### src/rtl/uart_pkg.sv
// Shared types and defaults for the uart_tx request arbiter.
package uart_pkg;

    typedef enum logic [1:0] {
        IDLE    = 2'd0,
        ISSUE   = 2'd1,
        HOLDOFF = 2'd2,
        DRAIN   = 2'd3
    } arb_state_e;

    localparam int unsigned DEF_BITS_PER_WORD = 8;
    localparam int unsigned DEF_W_OUT         = 16;
    localparam int unsigned NUM_WORDS         = DEF_W_OUT / DEF_BITS_PER_WORD;

endpackage

### src/rtl/rr_arbiter.sv
// Combinational round-robin pick: first asserted request at or after ptr_i, wrapping.
module rr_arbiter #(
    parameter int unsigned N_REQ = 4,
    parameter int unsigned IDX_W = 2
) (
    input  logic [N_REQ-1:0] req_i,
    input  logic [IDX_W-1:0] ptr_i,
    output logic [IDX_W-1:0] idx_o,
    output logic             found_o
);

    logic [IDX_W-1:0] cand;

    always_comb begin
        idx_o   = '0;
        found_o = 1'b0;
        cand    = '0;
        for (int unsigned k = 0; k < N_REQ; k++) begin
            cand = IDX_W'((32'(ptr_i) + k) % N_REQ);
            if (!found_o && req_i[cand]) begin
                found_o = 1'b1;
                idx_o   = cand;
            end
        end
    end

endmodule

### src/rtl/uart_tx_arbiter.sv
// Shares one uart_tx serializer between N_REQ word requesters, round-robin,
// tracking each frame until the serializer reports idle again.
module uart_tx_arbiter
    import uart_pkg::*;
#(
    parameter int unsigned N_REQ         = 4,
    parameter int unsigned BITS_PER_WORD = DEF_BITS_PER_WORD,
    parameter int unsigned W_OUT         = 16,
    parameter int unsigned HOLDOFF_MAX   = 8,
    parameter int unsigned CNT_W         = 16
) (
    input  logic                          clk,
    input  logic                          rstn,
    input  logic [N_REQ-1:0]              req_valid,
    output logic [N_REQ-1:0]              req_ready,
    input  logic [N_REQ-1:0][W_OUT-1:0]   req_data,
    output logic                          m_valid,
    input  logic                          m_ready,
    output logic [W_OUT-1:0]              m_data,
    output logic [$clog2(N_REQ)-1:0]      grant_id,
    output logic                          busy,
    output logic [CNT_W-1:0]              frame_count,
    output logic                          err_timeout
);

    localparam int unsigned IDX_W = $clog2(N_REQ);
    localparam int unsigned HO_W  = $clog2(HOLDOFF_MAX + 1);

    if ((W_OUT % BITS_PER_WORD) != 0 || W_OUT < BITS_PER_WORD) begin : g_bad_width
        $error("W_OUT must be a non-zero multiple of BITS_PER_WORD");
    end

    arb_state_e       state_q, state_d;
    logic [IDX_W-1:0] grant_q, grant_d;
    logic [IDX_W-1:0] ptr_q, ptr_d;
    logic [HO_W-1:0]  ho_cnt_q, ho_cnt_d;
    logic [CNT_W-1:0] frame_q, frame_d;
    logic             err_q, err_d;
    logic [IDX_W-1:0] rr_idx;
    logic             rr_found;

    rr_arbiter #(
        .N_REQ (N_REQ),
        .IDX_W (IDX_W)
    ) u_rr (
        .req_i   (req_valid),
        .ptr_i   (ptr_q),
        .idx_o   (rr_idx),
        .found_o (rr_found)
    );

    always_ff @(posedge clk) begin
        if (!rstn) begin
            state_q  <= IDLE;
            grant_q  <= '0;
            ptr_q    <= '0;
            ho_cnt_q <= '0;
            frame_q  <= '0;
            err_q    <= 1'b0;
        end else begin
            state_q  <= state_d;
            grant_q  <= grant_d;
            ptr_q    <= ptr_d;
            ho_cnt_q <= ho_cnt_d;
            frame_q  <= frame_d;
            err_q    <= err_d;
        end
    end

    always_comb begin
        state_d  = state_q;
        grant_d  = grant_q;
        ptr_d    = ptr_q;
        ho_cnt_d = ho_cnt_q;
        frame_d  = frame_q;
        err_d    = err_q;
        case (state_q)
            IDLE: begin
                if (m_ready && rr_found) begin
                    grant_d = rr_idx;
                    state_d = ISSUE;
                end
            end
            ISSUE: begin
                // The handshake takes priority over a same-cycle withdrawal.
                if (m_ready) begin
                    frame_d  = frame_q + CNT_W'(1);
                    ptr_d    = (grant_q == IDX_W'(N_REQ - 1)) ? '0 : grant_q + IDX_W'(1);
                    ho_cnt_d = '0;
                    state_d  = HOLDOFF;
                end else if (!req_valid[grant_q]) begin
                    state_d = IDLE;
                end
            end
            HOLDOFF: begin
                if (!m_ready) begin
                    state_d = DRAIN;
                end else if (ho_cnt_q == HO_W'(HOLDOFF_MAX - 1)) begin
                    err_d   = 1'b1;
                    state_d = IDLE;
                end else begin
                    ho_cnt_d = ho_cnt_q + HO_W'(1);
                end
            end
            DRAIN: begin
                if (m_ready) begin
                    state_d = IDLE;
                end
            end
            default: state_d = IDLE;
        endcase
    end

    // Serializer-facing handshake: the data mux is transparent only while issuing.
    assign m_valid     = (state_q == ISSUE);
    assign m_data      = m_valid ? req_data[grant_q] : '0;
    assign req_ready   = (m_valid && m_ready) ? (N_REQ'(1) << grant_q) : '0;
    assign grant_id    = grant_q;
    assign busy        = (state_q != IDLE);
    assign frame_count = frame_q;
    assign err_timeout = err_q;

endmodule
### config.mk
export PLATFORM = sky130hd
export DESIGN_NAME = uart_tx_arbiter
export DESIGN_NICKNAME = d
export VERILOG_FILES = /design/src/rtl/uart_pkg.sv /design/src/rtl/rr_arbiter.sv /design/src/rtl/uart_tx_arbiter.sv
export SDC_FILE = /design/constraint.sdc
export NUM_CORES = 1
export LEC_CHECK = 0
export ABC_CLOCK_PERIOD_IN_PS = 4150
export BUFFER_PORTS_ARGS = -buffer_cell sky130_fd_sc_hd__buf_2
export CAP_MARGIN = 5
export CORE_MARGIN = 2
export CORE_UTILIZATION = 48
export CTS_CLUSTER_DIAMETER = 80
export DETAILED_ROUTE_END_ITERATION = 8
export PLACE_DENSITY = 0.86
export REMOVE_ABC_BUFFERS = 1
export SYNTH_ARGS = -nofsm -noshare
export SYNTH_HDL_FRONTEND = slang
export SYNTH_SLANG_ARGS = --single-unit
### constraint.sdc
create_clock -name clk -period 4.15 [get_ports clk]
set_clock_uncertainty 0.2 [all_clocks]
set_input_delay 0.415 -clock clk [delete_from_list [all_inputs] [get_ports clk]]
set_output_delay 0.415 -clock clk [all_outputs]
set_load 0.02 [all_outputs]
==> metrics.yaml, run 1 <==
status: "complete, no violations"
dieArea_um2: 4600
yosysSeqAreaShare_pct: 27.7
rows: 23
rsz0062_at_grt: "false"
yosysTopAreaCellShare_pct: 27.7
synth_edf_count: 0
path_cells: "mux4_2 -> and2_1 -> buf_2"
clock_sinks: 27
ir_drop_uv: 123
worstHoldPathCells: 2
synth_area_leaders: "dfxtp_1 (28%), mux4_2 (20%), and2_1 (5.1%), a21oi_1 (4.1%), ha_1 (3.8%)"
gr-total-overflow: 0
leakagePower_nw: 1.19
final-hold-violation-count: 0
cts_made_buffers: 3
clk_pin_slew_ns: 0.09
syn_inst: 214
holdCritPathClass: "input port to flip-flop"
die_h_um: 67.8
cp.required_ns: 3.53
reg2regPathDepth: 5
clock-root-buffer: "clkbuf_8"
cts_tree: "done"
grt_pass1_wl_um: 8280
cts-htree-levels: 1
finalCriticalPeriod_ns: 2.84
portBuffers: 111
hp-start: "rstn"
cp-end-kind: "output port"
ant_nets: 0
maxClockFrequency_ghz: 0.352
wl_per_cell_um: 14.6
drive_above_1_share_pct: 43.1
antenna_found_initial: 0
critPathMaxStageDelay_ns: 1.01
clkLatencyLatePin_ns: 0.28
track_usage_pct: 23.4
r2r_end: "state_q[0]"
drc: 0
finalSetupViolCount: 0
async_reset_ff_share_pct: 0
yosysWarningCount: 0
slew_violations: 0
layout.nets: 396
initial_core_util_pct: 49.2
ys_ff_latch: 27
vias: 2058
yosysTopAreaCell: "dfxtp_1"
synthFlopType: "dfxtp_1"
vias_per_cell: 5.59
area_growth_pct: 32.2
cts_hold_buf: 0
cp_data_arrival_time_ns: 2.23
crit_path_max_fanout: 18
holdWs_ns: 0.248
cpMaxStageDelayCell: "dfxtp_1"
ctsLongestPathBuffers: 2
cts_resized: 0
drt_wl_total_um: 5370
fin_crit_sh_pct: 68.4
drt-initial-drc-count: 86
syn-cell-area_um2: 1950
cp_top_family: "flip-flops"
pin_count: 112
whs_endpoint: "state_q[0]"
tightest_slew_ns: 1.02
first_global_vias: 1894
yosys-top-cells-count: "dfxtp_1 (27), mux4_2 (17), nand2_1 (17)"
synth.distinct_cells: 45
finalSetupTns_ns: 0
drv_cap: 0
rrSetupSlack_ns: 1.74
worst-setup-path-type: "flip-flop to output port"
dp_hpwl_um: 4200
core_area_um2: 3970
grt_max_degree: 26
powerDensity_nw_per_um2: 239
n_antenna_cell: 0
syn_avg_cell_area_um2: 9.13
yosysMostFrequentCell: "dfxtp_1"
slew_headroom_pct: 31.8
first_pass_iters: 5
routabilityCongestion: 0.799
die_w_um: 67.8
critPathBufInv: 1
critPathLaunchType: "flip-flop"
post_cts_buffers: 0
r2r_start: "grant_id[0]"
-- sequential cells by signal, summed over array words and instances (netlist names) --
| register | flops |
|---|---|
| err_timeout | 1 |
| frame_count | 16 |
| grant_id | 2 |
| ho_cnt_q | 4 |
| ptr_q | 2 |
| state_q | 2 |
-- area by class of cell --
cell class / instances / area (µm²)
inverters: 7 / 26.3
flip-flops and latches: 27 / 541
multi-input cells: 167 / 1340
repair buffers: 113 / 571
fillers: 359 / 1390
clock buffers: 3 / 41.3
clock inverters: 1 / 7.51
well taps: 50 / 62.6
-- worst max path at each step --
stage                endpoint   startpoint  slack, ns  cells past startpoint
finish              m_data[4]  grant_id[0]       1.31                      3
CTS                 m_data[4]  grant_id[0]       1.26                      3
floorplan           m_data[0]  grant_id[0]       1.60                      2
global route        m_data[4]  grant_id[0]       1.12                      3
detailed placement  m_data[4]  grant_id[0]       1.57                      3
global placement    m_data[4]  grant_id[0]       1.62                      3
-- metal layers --
metal / part of all wire, % / global-route usage [%] / vias to the layer above / wire length, µm
met5: 0 / 0 / - / 0
met4: 3.7 / 11.3 / 0 / 197
met3: 8.4 / 3.78 / 17 / 450
met2: 50 / 44.7 / 95 / 2700
met1: 38 / 24.8 / 938 / 2020
li1: - / - / 1008 / -
-- placed cells by master, fill, tap and decap left out, types with 6 or more instances in the layout --
| cell type | netlist | layout |
|---|---|---|
| buf_2 | 3 | 111 |
| mux4_2 | 17 | 17 |
| nor2_1 | 16 | 16 |
| xor2_1 | 6 | 6 |
| and3_1 | 6 | 6 |
| inv_1 | 7 | 7 |
| o21ai_0 | 6 | 6 |
| nand3_1 | 9 | 9 |
| dfxtp_1 | 27 | 27 |
| ha_1 | 6 | 6 |
| a21oi_1 | 16 | 16 |
| and2_1 | 16 | 16 |
| nand2_1 | 17 | 17 |
-- metrics by stage --
step                      cell area, µm²  total power, mW  util [%]  setup WS [ns]  std cells
final                               2580            0.619      65.1           1.31        368
after global routing                2580            0.647      65.1           1.12        368
after CTS                           2580            0.620      65.1           1.26        368
after detailed placement            2530            0.469      63.8           1.57        364
after global placement              2530            0.463      63.8           1.62        364
after floorplan                     1900            0.392         -           1.60        201
-- power breakdown --
group | internal [mW] | total (mW) | switching, mW
Clock | 0.0684 | 0.156 | 0.0876
Sequential | 0.265 | 0.287 | 0.0219
Combinational | 0.0908 | 0.176 | 0.0851
Total | 0.424 | 0.619 | 0.195
-- logic make-up (layout without fill, tap and decap cells) --
kind of cell | after synthesis | in the layout | synth area share [%]
AND/OR/NAND/NOR | 95 | 95 | 27.7
flip-flops | 27 | 27 | 27.7
buffers and inverters | 20 | 124 | 4.03
multiplexers | 18 | 18 | 20.1
adder cells (fa/ha/maj) | 6 | 6 | 3.84
XOR/XNOR | 10 | 10 | 4.48
AO/OA/AOI/OAI | 38 | 38 | 12.2
-- worst reg2reg max path, delay by kind of cell (launching register included) --
kind / cells / cell delay (ns)
AOI/OAI and AO/OA: 2 / 0.21
buffers and inverters: 1 / 0.29
DFF: 1 / 1.01
muxes: 1 / 0.51
and+or+nand+nor: 1 / 0.09
Note: power is estimated with default switching activity, not from simulation.
==> run 2, diff against run 1 <==
--- a/config.mk
+++ b/config.mk
@@ -5,14 +5,14 @@
 export SDC_FILE = /design/constraint.sdc
 export NUM_CORES = 1
 export LEC_CHECK = 0
-export ABC_CLOCK_PERIOD_IN_PS = 4150
+export ABC_CLOCK_PERIOD_IN_PS = 2900
 export BUFFER_PORTS_ARGS = -buffer_cell sky130_fd_sc_hd__buf_2
 export CAP_MARGIN = 5
 export CORE_MARGIN = 2
-export CORE_UTILIZATION = 48
+export CORE_UTILIZATION = 44
 export CTS_CLUSTER_DIAMETER = 80
 export DETAILED_ROUTE_END_ITERATION = 8
-export PLACE_DENSITY = 0.86
+export PLACE_DENSITY = 0.8
 export REMOVE_ABC_BUFFERS = 1
 export SYNTH_ARGS = -nofsm -noshare
 export SYNTH_HDL_FRONTEND = slang
==> constraint.sdc (replaced) <==
create_clock -name clk -period 2.9 [get_ports clk]
set_clock_uncertainty 0.2 [all_clocks]
set_input_delay 0.29 -clock clk [delete_from_list [all_inputs] [get_ports clk]]
set_output_delay 0.29 -clock clk [all_outputs]
set_load 0.02 [all_outputs]
==> run 2 against run 1 <==
Net effect:
- worst setup slack worse by 0.79 ns
- clock power is 33% higher
- first-iteration DRC count is 60% lower
- critical endpoint is now m_data[7]
- combinational power is 45% higher
- highest routed layer unchanged
- power is 40% higher
==> metrics.yaml, run 2 (synthesis gave the netlist of run 1 again) <==
status: "complete, no violations"
cp.required_ns: 2.41
dp.cells: 366
first_global_vias: 1831
critPathMaxStageDelay_ns: 0.89
fin_crit_sh_pct: 82.0
track_usage_pct: 19.8
gr-total-overflow: 0
holdCritPathClass: "input port to flip-flop"
cp-end-kind: "output port"
cts_tree: "done"
wl_per_cell_um: 14.3
powerDensity_nw_per_um2: 335
final_common_cell: "buf_2"
first_pass_iters: 4
clock-root-buffer: "clkbuf_8"
rows: 24
ctsLongestPathBuffers: 2
initial_core_util_pct: 45.2
antenna_found_initial: 1
ant_nets: 0
slew_violations: 0
final_cell_mix: "buf_2 (111), dfxtp_1 (27), mux4_2 (17), nand2_1 (17)"
clock_sinks: 27
grt_max_degree: 24
pin_count: 112
final-hold-violation-count: 0
cpMaxStageDelayCell: "dfxtp_1"
core_area_um2: 4320
maxClockFrequency_ghz: 0.421
post_cts_buffers: 0
cts_made_buffers: 3
cp_top_family: "flip-flops"
holdWs_ns: 0.153
finalSetupTns_ns: 0
area_growth_pct: 32.3
layout.nets: 396
finalSetupViolCount: 0
drc: 0
largest_reg_flops: 16
cp_data_arrival_time_ns: 1.89
finalCriticalPeriod_ns: 2.38
drt-initial-drc-count: 34
cts-htree-levels: 1
drv_cap: 0
die_w_um: 70.6
clkLatencyLatePin_ns: 0.26
path_cells: "mux4_2 -> and2_1 -> buf_2"
dieArea_um2: 4990
vias: 2025
critPathLaunchType: "flip-flop"
power.total_uw: 865
utilization_pct: 59.8
drive_above_1_share_pct: 42.8
critPathBufInv: 1
cts_hold_buf: 0
cts_resized: 0
drt_wl_total_um: 5300
worst-setup-path-type: "flip-flop to output port"
rsz0062_at_grt: "false"
crit_path_max_fanout: 22
routabilityCongestion: 0.828
dp_hpwl_um: 4080
leakagePower_nw: 1.19
final_cells: 371
grt_pass1_wl_um: 8220
clk_pin_slew_ns: 0.08
ir_drop_uv: 224
slew_headroom_pct: 42.3
tightest_slew_ns: 0.864
portBuffers: 111
vias_per_cell: 5.46
die_h_um: 70.6
[run 2: worst reg2reg max path, delay by kind of cell (launching register included)]
kind / cells / cell delay (ns)
compound gates: 1 / 0.14
flops: 1 / 0.64
simple gates: 3 / 1.08
[run 2: path summary, 6_finish.rpt]
check | slack (ns) | end | cells after the start | start
setup / recovery | 0.52 | m_data[7] | 3 | grant_id[1]
hold / removal | 0.15 | ho_cnt_q[1] | 2 | rstn
setup reg to reg | 0.77 | frame_count[15] | 4 | state_q[0]
hold reg to reg | 0.29 | frame_count[15] | 2 | frame_count[15]
[run 2: power by group]
part	internal (mW)	switching, mW
Clock	0.0981	0.109
Combinational	0.130	0.125
Sequential	0.379	0.0238
Total	0.607	0.258
[run 2: final cells by class]
cell class	instances	area [µm²]
flip-flops and latches	27	541
inverters	7	26.3
diodes	1	2.50
fillers	392	1740
multi-input cells	167	1340
clock buffers	4	45.0
well taps	52	65.1
repair buffers	113	571
[run 2: routing by layer]
metal | up-vias | share of wire [%] | global-route usage, %
li1 | 1004 | - | -
met1 | 946 | 41 | 23.3
met2 | 69 | 50 | 36.8
met3 | 6 | 7.5 | 3.13
met4 | 0 | 1.6 | 6.29
met5 | - | 0 | 0
[run 2: through the flow]
step / setup slack [ns] / instance area (µm²)
floorplan: 0.411 / 1900
global placement: 0.783 / 2540
detailed placement: 0.775 / 2540
CTS: 0.481 / 2580
global route: 0.357 / 2580
finish: 0.523 / 2580
==> run 3, diff against run 2 <==
--- a/config.mk
+++ b/config.mk
@@ -5,14 +5,14 @@
 export SDC_FILE = /design/constraint.sdc
 export NUM_CORES = 1
 export LEC_CHECK = 0
-export ABC_CLOCK_PERIOD_IN_PS = 2900
+export ABC_CLOCK_PERIOD_IN_PS = 2000
 export BUFFER_PORTS_ARGS = -buffer_cell sky130_fd_sc_hd__buf_2
 export CAP_MARGIN = 5
 export CORE_MARGIN = 2
-export CORE_UTILIZATION = 44
+export CORE_UTILIZATION = 40
 export CTS_CLUSTER_DIAMETER = 80
 export DETAILED_ROUTE_END_ITERATION = 8
-export PLACE_DENSITY = 0.8
+export PLACE_DENSITY = 0.77
 export REMOVE_ABC_BUFFERS = 1
 export SYNTH_ARGS = -nofsm -noshare
 export SYNTH_HDL_FRONTEND = slang
==> constraint.sdc (replaced) <==
create_clock -name clk -period 2 [get_ports clk]
set_clock_uncertainty 0.2 [all_clocks]
set_input_delay 0.2 -clock clk [delete_from_list [all_inputs] [get_ports clk]]
set_output_delay 0.2 -clock clk [all_outputs]
set_load 0.02 [all_outputs]
==> run 3 against run 2 <==
Net effect:
- the flow now finishes with violations (setup timing)
- power is 66% higher
- worst hold slack worse by 0.12 ns
- cell count is 8.6% higher
==> metrics.yaml, run 3 (synthesis gave the netlist of run 1 again) <==
gr-total-overflow: 0
startpoint: "grant_id[0]"
finalSetupTns_ns: -0.658
grt_pass1_wl_um: 8640
setup_ws_ns: -0.0719
finalCriticalPeriod_ns: 2.07
r2r_start: "state_q[1]"
dp.cells: 395
routabilityCongestion: 0.808
powerDensity_nw_per_um2: 477
crit_path_max_fanout: 5
drv_cap: 0
core_area_um2: 4720
fin_crit_sh_pct: 104
layout.nets: 414
tightest_slew_ns: 0.496
clock-root-buffer: "clkbuf_8"
r2r_end: "frame_count[15]"
path_cells: "clkbuf_16 -> mux4_2 -> and2_4 -> buf_6"
first_pass_iters: 4
num-fill-cells: 373
holdWs_ns: 0.0373
die_w_um: 73.9
violations: "setup timing"
portBuffers: 111
reg2regPathDepth: 4
final-hold-violation-count: 0
maxClockFrequency_ghz: 0.483
cp_data_arrival_time_ns: 1.67
leakagePower_nw: 1.35
drt_wl_total_um: 6130
design_area_um2: 3010
cts_tree: "done"
clkLatencyLatePin_ns: 0.28
final_cells: 403
vias_per_cell: 5.39
vias: 2172
power.total_mw: 1.44
finalSetupViolCount: 16
final_cell_mix: "buf_2 (93), dfxtp_1 (25), buf_6 (18), mux4_2 (17), nand2_1 (17)"
whs_endpoint: "state_q[0]"
rsz0062_at_grt: "true"
holdCritPathClass: "input port to flip-flop"
track_usage_pct: 20.4
drc: 0
post_dp_cell_area_um2: 2690
largest_reg_flops: 16
worstHoldPathCells: 2
utilization_pct: 63.8
final_common_cell: "buf_2"
rows: 25
place_worst_setup_slack_ns: 0.163
clock_sinks: 27
wl_per_cell_um: 15.2
antenna_found_initial: 0
dieArea_um2: 5460
hp-start: "rstn"
cp-end-kind: "output port"
drt-initial-drc-count: 62
critPathMaxStageDelay_ns: 0.50
cpMaxStageDelayCell: "mux4_2"
cts-htree-levels: 1
slew_headroom_pct: 66.5
ctsLongestPathBuffers: 2
ir_drop_uv: 257
drive_above_1_share_pct: 53.3
n_antenna_cell: 0
first_global_vias: 1963
initial_core_util_pct: 41.4
die_h_um: 73.9
ant_nets: 0
status: "finished with violations"
cp.required_ns: 1.60
grt_max_degree: 20
worst-setup-path-type: "flip-flop to output port"
pin_count: 112
cts_made_buffers: 3
clk_pin_slew_ns: 0.10
area_growth_pct: 54.2
rrSetupSlack_ns: 0.16
critPathLaunchType: "flip-flop"
slew_violations: 0
dp_hpwl_um: 4480
run 3: cell count changes in the layout (fill, tap and decap cells not counted), moves of 2 or more:
cell	change
buf_2	-18
buf_6	+18
and2_1	-16
and2_4	+16
buf_4	+13
and3_1	-2
and3_4	+2
buf_12	+2
clkbuf_16	+2
dfxtp_1	-2
ha_1	-2
run 3: worst max path at each step:
stage / cells after the start / end
2_1_floorplan: 4 / ptr_q[0]
3_3_place_gp: 4 / frame_count[15]
3_5_place_dp: 4 / frame_count[15]
4_1_cts: 4 / m_data[15]
5_1_grt: 4 / m_data[10]
6_report: 4 / m_data[10]
run 3: cell type report:
class / instances / area (µm²) / share of cell area (%)
clock buffer: 3 / 41.3 / 1.37
clock inverter: 1 / 7.51 / 0.249
tap: 67 / 83.8 / 2.78
timing repair buffer: 131 / 898 / 29.8
inverter: 7 / 28.8 / 0.955
multi-input combinational: 167 / 1410 / 46.7
sequential: 27 / 546 / 18.1
run 3: critical path: cells and delay by family (launching register included):
kind,cells,cell delay (ns)
muxes,1,0.50
DFF,1,0.44
and+or+nand+nor,1,0.16
buffers and inverters,2,0.29
run 3: routing by layer:
metal / track usage, % / vias up / routed length, µm
li1: - / 1039 / -
met1: 23.5 / 1019 / 2400
met2: 38.4 / 104 / 3210
met3: 2.74 / 10 / 418
met4: 7.07 / 0 / 103
met5: 0 / - / 0
run 3: timing repair:
| item | CTS | global route |
|---|---|---|
| resized for setup | 4 | 61 |
| hold buffers | 0 | 0 |
| buffers inserted | 1 | 1 |
| endpoints found under the setup margin | 19 | 20 |
| gates cloned | 1 | 2 |
| pin swaps | 0 | 16 |
run 3: power by group:
group          total, mW  switching (mW)  leakage, nW  internal (mW)
registers          0.571          0.0210        0.219          0.550
clock network      0.325           0.183       0.0217          0.142
logic              0.539           0.238         1.11          0.301
